==> config.mk <==
export PLATFORM = sky130hd
export DESIGN_NAME = pipe_ctrl_flat
export DESIGN_NICKNAME = d
export VERILOG_FILES = /design/src/rtl/pipe_ctrl_pkg.sv /design/src/rtl/pipe_ctrl_if.sv /design/src/rtl/pipe_ctrl_md_seq.sv /design/src/rtl/pipe_ctrl.sv /design/src/flat_wrapper.sv
export SDC_FILE = /design/constraint.sdc
export NUM_CORES = 1
export LEC_CHECK = 0
export ABC_AREA = 0
export BUFFER_PORTS_ARGS = -buffer_cell sky130_fd_sc_hd__buf_4
export CORE_MARGIN = 1.5
export CORE_UTILIZATION = 30
export DETAILED_ROUTE_END_ITERATION = 8
export PLACE_DENSITY = 0.49
export SLEW_MARGIN = 30
export SYNTH_ARGS = -nofsm -noshare
export SYNTH_HDL_FRONTEND = slang
export SYNTH_SLANG_ARGS = --single-unit
export TNS_END_PERCENT = 100
==> constraint.sdc <==
create_clock -name clk -period 1.65 [get_ports clk]
set_input_delay 0.2475 -clock clk [delete_from_list [all_inputs] [get_ports clk]]
set_output_delay 0.2475 -clock clk [all_outputs]
set_load 0.1 [all_outputs]
==> src/rtl/pipe_ctrl_pkg.sv <==
// Shared types and constants for the pipeline stall/flush controller:
// StallBus encodings, mult/div sequencer states and the counter load helper.
package pipe_ctrl_pkg;

  localparam int STALL_W = 6;
  typedef logic [STALL_W-1:0] stall_bus_t;

  localparam logic STOP    = 1'b1;
  localparam logic NO_STOP = 1'b0;

  // bit0 PC, bit1 IF, bit2 ID, bit3 EX, bit4 MEM, bit5 WB
  localparam stall_bus_t STALL_NONE = 6'b000000;
  localparam stall_bus_t STALL_ID   = 6'b000111;
  localparam stall_bus_t STALL_EX   = 6'b001111;
  localparam stall_bus_t STALL_MEM  = 6'b011111;

  typedef enum logic [1:0] {
    IDLE    = 2'd0,
    MD_RUN  = 2'd1,
    MD_DONE = 2'd2
  } md_state_e;

  // Cycle 0 is the md_start cycle and the last count value is spent in MD_RUN,
  // so the counter is loaded with N-2.
  function automatic logic [5:0] md_load(input logic        is_div,
                                         input int unsigned div_cycles,
                                         input int unsigned mul_cycles);
    int unsigned n;
    n = is_div ? div_cycles : mul_cycles;
    return 6'(n - 2);
  endfunction

endpackage

==> src/rtl/pipe_ctrl_if.sv <==
// Pipeline-side handshake bundle for pipe_ctrl: stall requests in, StallBus,
// flush and mult/div status out.
interface pipe_ctrl_if;
  import pipe_ctrl_pkg::*;

  logic       stallreq_from_id;
  logic       stallreq_from_ex;
  logic       stallreq_from_mem;
  logic       md_start;
  logic       md_is_div;
  logic       flush_req;
  stall_bus_t stall;
  logic       flush;
  logic       md_busy;
  logic       md_done;

  modport slave (
    input  stallreq_from_id, stallreq_from_ex, stallreq_from_mem,
    input  md_start, md_is_div, flush_req,
    output stall, flush, md_busy, md_done
  );

  modport master (
    output stallreq_from_id, stallreq_from_ex, stallreq_from_mem,
    output md_start, md_is_div, flush_req,
    input  stall, flush, md_busy, md_done
  );

endinterface

==> src/rtl/pipe_ctrl_md_seq.sv <==
// Mult/div sequencer: holds EX for the unit's fixed latency and pulses md_done.
// state   | meaning
// IDLE    | no op in flight; md_start (without flush) launches one
// MD_RUN  | unit computing; cnt counts down to the last hold cycle
// MD_DONE | result ready, md_done high, EX released; md_start accepted again
module pipe_ctrl_md_seq
  import pipe_ctrl_pkg::*;
#(
  parameter int unsigned DIV_CYCLES = 33,
  parameter int unsigned MUL_CYCLES = 3
) (
  input  logic clk,
  input  logic rst,
  input  logic md_start_i,
  input  logic md_is_div_i,
  input  logic flush_req_i,
  output logic md_hold_o,
  output logic md_busy_o,
  output logic md_done_o
);

  md_state_e  state_q, state_d;
  logic [5:0] cnt_q, cnt_d;

  always_ff @(posedge clk or negedge rst) begin
    if (!rst) begin
      state_q <= IDLE;
      cnt_q   <= 6'd0;
    end else begin
      state_q <= state_d;
      cnt_q   <= cnt_d;
    end
  end

  always_comb begin
    state_d   = state_q;
    cnt_d     = cnt_q;
    md_hold_o = 1'b0;
    md_busy_o = 1'b0;
    md_done_o = 1'b0;
    case (state_q)
      IDLE, MD_DONE: begin
        md_done_o = (state_q == MD_DONE);
        state_d   = IDLE;
        if (md_start_i) begin
          md_hold_o = 1'b1;
          if (!flush_req_i) begin
            state_d = MD_RUN;
            cnt_d   = md_load(md_is_div_i, DIV_CYCLES, MUL_CYCLES);
          end
        end
      end
      MD_RUN: begin
        md_hold_o = 1'b1;
        md_busy_o = 1'b1;
        if (cnt_q == 6'd0) begin
          state_d = MD_DONE;
        end else begin
          cnt_d = cnt_q - 6'd1;
        end
      end
      default: state_d = IDLE;
    endcase
    // An aborted op never reaches MD_DONE, so no md_done is issued for it.
    if (flush_req_i) begin
      state_d = IDLE;
    end
  end

endmodule

==> src/rtl/pipe_ctrl.sv <==
// Pipeline stall/flush controller: priority-merges stall requests into StallBus
// and sequences the mult/div unit. Optional perf counters under CTRL_PERF_EN.
module pipe_ctrl
  import pipe_ctrl_pkg::*;
#(
  parameter int unsigned DIV_CYCLES = 33,
  parameter int unsigned MUL_CYCLES = 3
) (
  input  logic        clk,
  input  logic        rst,
`ifdef CTRL_PERF_EN
  output logic [31:0] perf_stall_cycles_o,
  output logic [31:0] perf_lu_stalls_o,
`endif
  pipe_ctrl_if.slave  bus
);

  logic       md_hold;
  stall_bus_t stall_sel;

  pipe_ctrl_md_seq #(
    .DIV_CYCLES (DIV_CYCLES),
    .MUL_CYCLES (MUL_CYCLES)
  ) u_md_seq (
    .clk         (clk),
    .rst         (rst),
    .md_start_i  (bus.md_start),
    .md_is_div_i (bus.md_is_div),
    .flush_req_i (bus.flush_req),
    .md_hold_o   (md_hold),
    .md_busy_o   (bus.md_busy),
    .md_done_o   (bus.md_done)
  );

  always_comb begin
    stall_sel = STALL_NONE;
    if (bus.flush_req) begin
      stall_sel = STALL_NONE;
    end else if (bus.stallreq_from_mem) begin
      stall_sel = STALL_MEM;
    end else if (md_hold || bus.stallreq_from_ex) begin
      stall_sel = STALL_EX;
    end else if (bus.stallreq_from_id) begin
      stall_sel = STALL_ID;
    end
  end

  assign bus.stall = stall_sel;
  assign bus.flush = bus.flush_req;

`ifdef CTRL_PERF_EN
  logic [31:0] perf_stall_q, perf_lu_q;

  // Both counters wrap naturally at 2^32.
  always_ff @(posedge clk or negedge rst) begin
    if (!rst) begin
      perf_stall_q <= 32'd0;
      perf_lu_q    <= 32'd0;
    end else if (!bus.flush_req) begin
      if (stall_sel[0] == STOP) begin
        perf_stall_q <= perf_stall_q + 32'd1;
      end
      if (stall_sel == STALL_ID) begin
        perf_lu_q <= perf_lu_q + 32'd1;
      end
    end
  end

  assign perf_stall_cycles_o = perf_stall_q;
  assign perf_lu_stalls_o    = perf_lu_q;
`endif

endmodule
==> src/flat_wrapper.sv <==
// flat-port wrapper written by rule: the top's interface ports become plain ports
module pipe_ctrl_flat import pipe_ctrl_pkg::*;
#(
  parameter int unsigned DIV_CYCLES = 33,
  parameter int unsigned MUL_CYCLES = 3
)
  (clk, rst, bus_stallreq_from_id, bus_stallreq_from_ex, bus_stallreq_from_mem, bus_md_start, bus_md_is_div, bus_flush_req, bus_stall, bus_flush, bus_md_busy, bus_md_done);
  pipe_ctrl_if bus_i ();
  input  logic clk;
  input  logic rst;
  input wire logic [$bits(bus_i.stallreq_from_id)-1:0] bus_stallreq_from_id;
  input wire logic [$bits(bus_i.stallreq_from_ex)-1:0] bus_stallreq_from_ex;
  input wire logic [$bits(bus_i.stallreq_from_mem)-1:0] bus_stallreq_from_mem;
  input wire logic [$bits(bus_i.md_start)-1:0] bus_md_start;
  input wire logic [$bits(bus_i.md_is_div)-1:0] bus_md_is_div;
  input wire logic [$bits(bus_i.flush_req)-1:0] bus_flush_req;
  output wire logic [$bits(bus_i.stall)-1:0] bus_stall;
  output wire logic [$bits(bus_i.flush)-1:0] bus_flush;
  output wire logic [$bits(bus_i.md_busy)-1:0] bus_md_busy;
  output wire logic [$bits(bus_i.md_done)-1:0] bus_md_done;
  assign bus_i.stallreq_from_id = bus_stallreq_from_id;
  assign bus_i.stallreq_from_ex = bus_stallreq_from_ex;
  assign bus_i.stallreq_from_mem = bus_stallreq_from_mem;
  assign bus_i.md_start = bus_md_start;
  assign bus_i.md_is_div = bus_md_is_div;
  assign bus_i.flush_req = bus_flush_req;
  assign bus_stall = bus_i.stall;
  assign bus_flush = bus_i.flush;
  assign bus_md_busy = bus_i.md_busy;
  assign bus_md_done = bus_i.md_done;
  pipe_ctrl #(.DIV_CYCLES(DIV_CYCLES), .MUL_CYCLES(MUL_CYCLES)) u_core (.clk(clk), .rst(rst), .bus(bus_i));
endmodule
==> metrics.txt, run 1 <==
Mapped Cells=60; Reg-to-Reg End=u_core.u_md_seq.cnt_q[3]$_DFFE_PN0P_; vias in the first global route=436; # Max-Cap Violations=0; die area=~0.0021 sq mm; Reg clk slew, reported paths=0.06 ns; Core Area=approximately 0.0017 sq mm; Hold Path Cell Cnt=2; final core utilization=a little under half; Antenna Cells=0; vias per inst=5.135; Pre-antenna DRT Iters=4; fillers=between 150 and 200; worst-path fanout max=5; Tot GR Track Use=approximately 14%; RSZ-0062 raised after global routing=yes; largest cells by area after synthesis=dfrtp_1 36%, o311ai_0 7.9%, buf_4 5.4%, ha_1 4.5%, nor2b_1 4.5%; syn_nets=70; Synth Flop Type=dfrtp_1; R2R Setup Slk=0.11 ns; FF-to-FF path depth=4; Hold Vio Cnt, Final=0; Sink Count=8; WHS Endpoint=u_core.u_md_seq.state_q[0]$_DFFE_PN0P_; Leakage=0.3543 nW; post-route ant nets=0; worst path bufs/invs=1; top cell type by total area after synthesis=dfrtp_1; I/O Buffers=15; Post-synth ARST share=100.0%; mean routed wirelength per cell=12.76 um; Worst Hold Class=input port to flip-flop; Post-Layout Inst Area=809.5 sq um; PnR worst setup slack=0.03870 ns; root buffer cell=clkbuf_4; initial antenna violation count=0; worst reg2reg path startpoint=u_core.u_md_seq.state_q[0]$_DFFE_PN0P_; share of post-route cells with drive strength above 1=43.04%; DP Area=713.2 sq um; pre-CTS setup slack=between 0.1 and 0.15 ns; Setup crit start kind=flip-flop; total grt overflow=0; share of the synthesized area in the top cell type=36.20%; CP max-delay cell=dfrtp_1; minimum clock period after layout=between 1.5 and 2 ns; synthesis-to-finish area growth=46.38%; critical path's largest stage delay=about 0.42 ns; Critical Path RT=1.40 ns; HP Start=bus_flush_req; status=completed; Power Density=1031 mW/mm^2; largest net degree at the start of global routing=10; post-DP HPWL=between 1000 and 1500 um; Placer Congestion=roughly 0.8; Num CTS Buffers=3; CTS max path bufs=2; CTS tree=done; Post-synth top cells=8 x dfrtp_1, 5 x o311ai_0, 4 x buf_4, 4 x inv_1, 4 x nor2b_1; library cells used by synthesis=32; CP Data Arrival Time=1.36 ns; Critical Path Stages=4; first-iteration detailed-routing DRC count=8; Synth Warn #=0; nets=90; row count=15; Starting Density=between 30% and 40%; hold slack=between 0.2 and 0.25 ns; EDFF count, synth=0; total wire length=1327 um; Pins Over Slew Limit=0; via count=between 500 and 600; crit share post-route=97.65%; critical path class=flip-flop to primary output; crit-path leading delay family=flip-flops; crit end category=primary output; crit path cell chain=nand2b_4 -> a31oi_4 -> a21o_4 -> buf_12; final setup fails=0; Post-Route Skew=between 0.003 and 0.004 ns; H-Tree Level Count=1; register area share after synthesis=36.20%; Yosys reg bits=8; first-pass GRT wire length=2049 um; IR Drop Worst-Case VDD=between 0.4 and 0.5 mV; fmax=approximately 620 MHz; Synth Area per Inst=9.217 sq um; Die Ht=45.94 um; top-count cell post-synth=dfrtp_1; worst-skew pair later-pin latency=0.26 ns; io pins=17; final routed DRC violation total=0; Mapped Area=553.0 sq um; die width=around 46 um
-- final cells by class --
| type | instances | area, sq um | area share, % |
|---|---|---|---|
| clock buffer | 4 | 26.28 | 3.246 |
| tap | 25 | 31.28 | 3.864 |
| inverter | 4 | 15.01 | 1.855 |
| multi-input combinational | 43 | 345.3 | 42.66 |
| sequential | 8 | 201.4 | 24.88 |
| timing repair buffer | 20 | 190.2 | 23.49 |
-- metal layers --
layer	share of wire [%]	global-route usage, %	vias to the layer above
met5	0	0	-
met4	1.3	5.143	0
met3	4.8	7.143	4
met2	50	18.89	19
met1	44	19.08	251
li1	-	-	260
-- flip-flops by register name, summed over array words and instances (netlist names) --
name and count:
u_core.u_md_seq.state_q 2, u_core.u_md_seq.cnt_q 6
-- report_power, final --
group / total (mW) / internal (mW) / switching (mW)
Combinational: 0.388 / 0.152 / 0.235
Clock: 0.166 / 0.0930 / 0.0734
Sequential: 0.281 / 0.240 / 0.0407
Total: 0.835 / 0.485 / 0.349
-- logic make-up after synthesis --
group           count (synthesis)  share of synthesized area, %
other cells                     1                        0.6781
flops                           8                         36.20
buf+inv                         9                         9.048
simple gates                   23                         25.79
fa+ha+maj                       2                         4.524
compound gates                 16                         21.95
mux                             1                         1.810
-- worst max-delay path by stage --
stage	from	endpoint	slack (ns)
2_1_floorplan	u_core.u_md_seq.state_q[1]$_DFFE_PN0P_	bus_stall[1]	-0.42
3_3_place_gp	u_core.u_md_seq.cnt_q[2]$_DFFE_PN0P_	u_core.u_md_seq.cnt_q[4]$_DFFE_PN0P_	0.11
3_5_place_dp	u_core.u_md_seq.cnt_q[2]$_DFFE_PN0P_	u_core.u_md_seq.cnt_q[4]$_DFFE_PN0P_	0.13
4_1_cts	u_core.u_md_seq.state_q[1]$_DFFE_PN0P_	bus_stall[0]	0.01
5_1_grt	u_core.u_md_seq.state_q[0]$_DFFE_PN0P_	bus_stall[2]	-0.02
6_report	u_core.u_md_seq.state_q[1]$_DFFE_PN0P_	bus_stall[0]	0.04
-- cells in the final DEF (no fill, tap or decap) --
cell type / instances
a211o_1: 1
nand3b_1: 1
buf_12: 3
nor3_1: 1
or3_4: 1
nand2b_4: 2
o21ai_0: 1
or3_2: 1
a21boi_0: 1
a21oi_1: 2
conb_1: 1
dlygate4sd3_1: 1
or2_2: 2
buf_4: 16
clkbuf_4: 3
a21o_4: 1
mux2i_1: 1
nor3b_1: 1
nand2b_1: 1
or3_1: 2
dfrtp_2: 1
inv_1: 4
nor2b_1: 2
clkbuf_1: 1
nand2_1: 1
o31ai_1: 1
nand3_1: 1
a31oi_4: 1
nor4_1: 1
dfrtp_1: 7
o221ai_1: 1
a311oi_1: 1
or3b_2: 1
nor2b_2: 2
nor2_1: 3
o311ai_0: 5
o211ai_1: 1
ha_1: 2
-- per-stage QoR --
| stage | instances | setup TNS [ns] | power [mW] |
|---|---|---|---|
| after floorplan | 60 | -1.365 | 0.5722 |
| after global placement | 96 | 0 | 0.6447 |
| after CTS | 103 | 0 | 0.8395 |
| final | 104 | 0 | 0.8349 |
| after detailed placement | 96 | 0 | 0.6428 |
| after global routing | 104 | -0.04456 | 0.8920 |
-- what timing repair did --
item,in CTS,in global routing
pin swaps,0,0
hold endpoints to repair,8,0
cloned,0,0
hold buffers,1,0
setup endpoints to repair,3,4
gates resized for setup,9,0
setup buffers,2,1
No activity file was read; power rests on OpenSTA's default activity.
==> run 2: changes to the inputs <==
--- a/config.mk
+++ b/config.mk
@@ -7,10 +7,12 @@
 export LEC_CHECK = 0
 export ABC_AREA = 0
 export BUFFER_PORTS_ARGS = -buffer_cell sky130_fd_sc_hd__buf_4
+export CELL_PAD_IN_SITES_DETAIL_PLACEMENT = 1
+export CELL_PAD_IN_SITES_GLOBAL_PLACEMENT = 2
 export CORE_MARGIN = 1.5
-export CORE_UTILIZATION = 30
+export CORE_UTILIZATION = 28
 export DETAILED_ROUTE_END_ITERATION = 8
-export PLACE_DENSITY = 0.49
+export PLACE_DENSITY = 0.73
 export SLEW_MARGIN = 30
 export SYNTH_ARGS = -nofsm -noshare
 export SYNTH_HDL_FRONTEND = slang
==> run 2 against run 1 <==
- combinational power increased by 1%
- largest cell class unchanged
- utilization fell by 1.5 points
- non-clock buffer count is the same
- critical endpoint is now bus_stall[2]
- sequential cell count unchanged
- clock-buffer cell count did not move
- sequential power increased by 3%
- cell count unchanged
- sequential share of layout area unchanged
- power rose by 1.5%
- largest power group unchanged
==> metrics.txt, run 2 (synthesis gave the netlist of run 1 again) <==
status=completed; CTS max path bufs=2; Pins Over Slew Limit=0; minimum clock period after layout=about 1.6 ns; total grt overflow=0; root buffer cell=clkbuf_4; Post-Layout Inst Area=809.5 sq um; R2R Setup Slk=0.09 ns; die area=0.002251 sq mm; Power Density=about 1000 mW/mm^2; I/O Buffers=15; vias per inst=5.183; worst-skew pair later-pin latency=0.26 ns; Psw=0.3656 mW; sequential standard cell area=201.4 sq um; Die Ht=47.44 um; Tot GR Track Use=15.95%; Antenna Cells=0; HP Start=bus_flush_req; FF-to-FF path depth=4; Post-Route Skew=0.005254 ns; post-route ant nets=0; most frequent cells in the layout=16 x buf_4, 7 x dfrtp_1, 4 x inv_1, 4 x o311ai_0; initial antenna violation count=0; via count=539; fin cells=104; vias in the first global route=495; Clk pwr share=19.5%; CP Data Arrival Time=1.36 ns; H-Tree Level Count=1; Seq pwr share=34.1%; Largest Register=u_core.u_md_seq.cnt_q; Hold Vio Cnt, Final=0; max reg flops=6; DP Area=just over 700 sq um; fillers=208; Reg-to-Reg End=u_core.u_md_seq.cnt_q[3]$_DFFE_PN0P_; Reg clk slew, reported paths=around 0.05 ns; worst-path fanout max=3; Setup crit start kind=flip-flop; io pins=17; Leakage=0.3548 nW; Hold Path Cell Cnt=2; Placer Congestion=0.7462; die width=47.44 um; most common cell after layout, fill and taps aside=buf_4; Core Area=0.001783 sq mm; nets=90; synthesis-to-finish area growth=46.38%; # Max-Cap Violations=0; worst reg2reg path startpoint=u_core.u_md_seq.state_q[0]$_DFFE_PN0P_; first-iteration detailed-routing DRC count=14; Num CTS Buffers=3; final routed DRC violation total=0; row count=15; crit end category=primary output; share of post-route cells with drive strength above 1=43.04%; RSZ-0062 raised after global routing=yes; WHS Endpoint=u_core.u_md_seq.state_q[0]$_DFFE_PN0P_; mean routed wirelength per cell=15.41 um; largest registers=u_core.u_md_seq.cnt_q: 6 flops, u_core.u_md_seq.state_q: 2 flops; CTS tree=done; Starting Density=31.02%; Critical Path RT=around 1.4 ns; IR Drop Worst-Case VDD=0.6145 mV; hold slack=0.2552 ns; first-pass GRT wire length=about 2400 um; post-DP HPWL=1173 um; Worst Hold Class=input port to flip-flop; critical path class=flip-flop to primary output; Sink Count=8; largest net degree at the start of global routing=10; fmax=620.6 MHz; total wire length=1603 um; final setup fails=0; crit share post-route=97.66%; post-placement cell count=97; combinational share of power=46.4%; Int Power=0.4816 mW; Pre-antenna DRT Iters=4; footprint of the multi-input gates=~350 sq um; Net Sw Frac=43.15%
run 2: changes by cell type in the layout (fill, tap and decap cells not counted):
| cell | delta |
|---|---|
| o311ai_0 | -1 |
| o311ai_1 | +1 |
run 2: worst max-delay path by stage:
stage / startpoint / end / slack (ns) / cells after the start
6_report: u_core.u_md_seq.state_q[0]$_DFFE_PN0P_ / bus_stall[2] / 0.04 / 4
5_1_grt: u_core.u_md_seq.state_q[0]$_DFFE_PN0P_ / bus_stall[0] / -0.006 / 4
4_1_cts: u_core.u_md_seq.state_q[1]$_DFFE_PN0P_ / bus_stall[2] / 0.02 / 4
3_5_place_dp: u_core.u_md_seq.cnt_q[0]$_DFFE_PN0P_ / u_core.u_md_seq.cnt_q[1]$_DFFE_PN0P_ / 0.11 / 5
3_3_place_gp: u_core.u_md_seq.cnt_q[2]$_DFFE_PN0P_ / u_core.u_md_seq.cnt_q[5]$_DFFE_PN0P_ / 0.10 / 3
2_1_floorplan: u_core.u_md_seq.state_q[1]$_DFFE_PN0P_ / bus_stall[1] / -0.42 / 5
run 2: layer usage:
layer,wire (um),share of wire [%],global-route usage [%]
met5,0,0,0
met4,0,0,1.667
met3,84,5.2,6.792
met2,793,49,24.05
met1,725,45,22.09
run 2: layout make-up:
type | instances | share of cell area, %
Timing Repair Buffer | 20 | 23.49
Multi-Input combinational cell | 43 | 42.66
Inverter | 4 | 1.855
Sequential cell | 8 | 24.88
Tap cell | 25 | 3.864
Clock buffer | 4 | 3.246
run 2: per-stage QoR:
stage / setup slack (ns) / util, % / setup TNS (ns) / power (mW)
after floorplan: -0.4248 / - / -1.365 / 0.5722
after global placement: 0.1014 / 40.42 / 0 / 0.6444
after detailed placement: 0.1068 / 40.42 / 0 / 0.6512
after CTS: 0.01823 / 44.98 / 0 / 0.8488
after global routing: -0.005946 / 45.40 / -0.01638 / 0.9046
final: 0.03864 / 45.40 / 0 / 0.8472
run 2: power groups by stage:
| stage | combinational [mW] | sequential (mW) | clock [mW] |
|---|---|---|---|
| 6_report | 0.393 | 0.289 | 0.165 |
| 5_1_grt | 0.427 | 0.295 | 0.183 |
| 4_1_cts | 0.391 | 0.286 | 0.171 |
| 3_5_place_dp | 0.359 | 0.292 | 0 |
| 3_3_place_gp | 0.354 | 0.291 | 0 |
| 2_1_floorplan | 0.295 | 0.277 | 0 |
run 2: what timing repair did:
| action | CTS | global route |
|---|---|---|
| endpoints found under the setup margin | 4 | 5 |
| resized for setup | 9 | 1 |
| endpoints found under the hold margin | 8 | 0 |
| hold buffers | 1 | 0 |
| setup buffers | 1 | 1 |
run 2: worst max-delay path: stages (launching register included):
cell,delay [ns]
dfrtp_2,0.43
nand2b_4,0.15
a31oi_4,0.18
a21o_4,0.16
buf_12,0.18
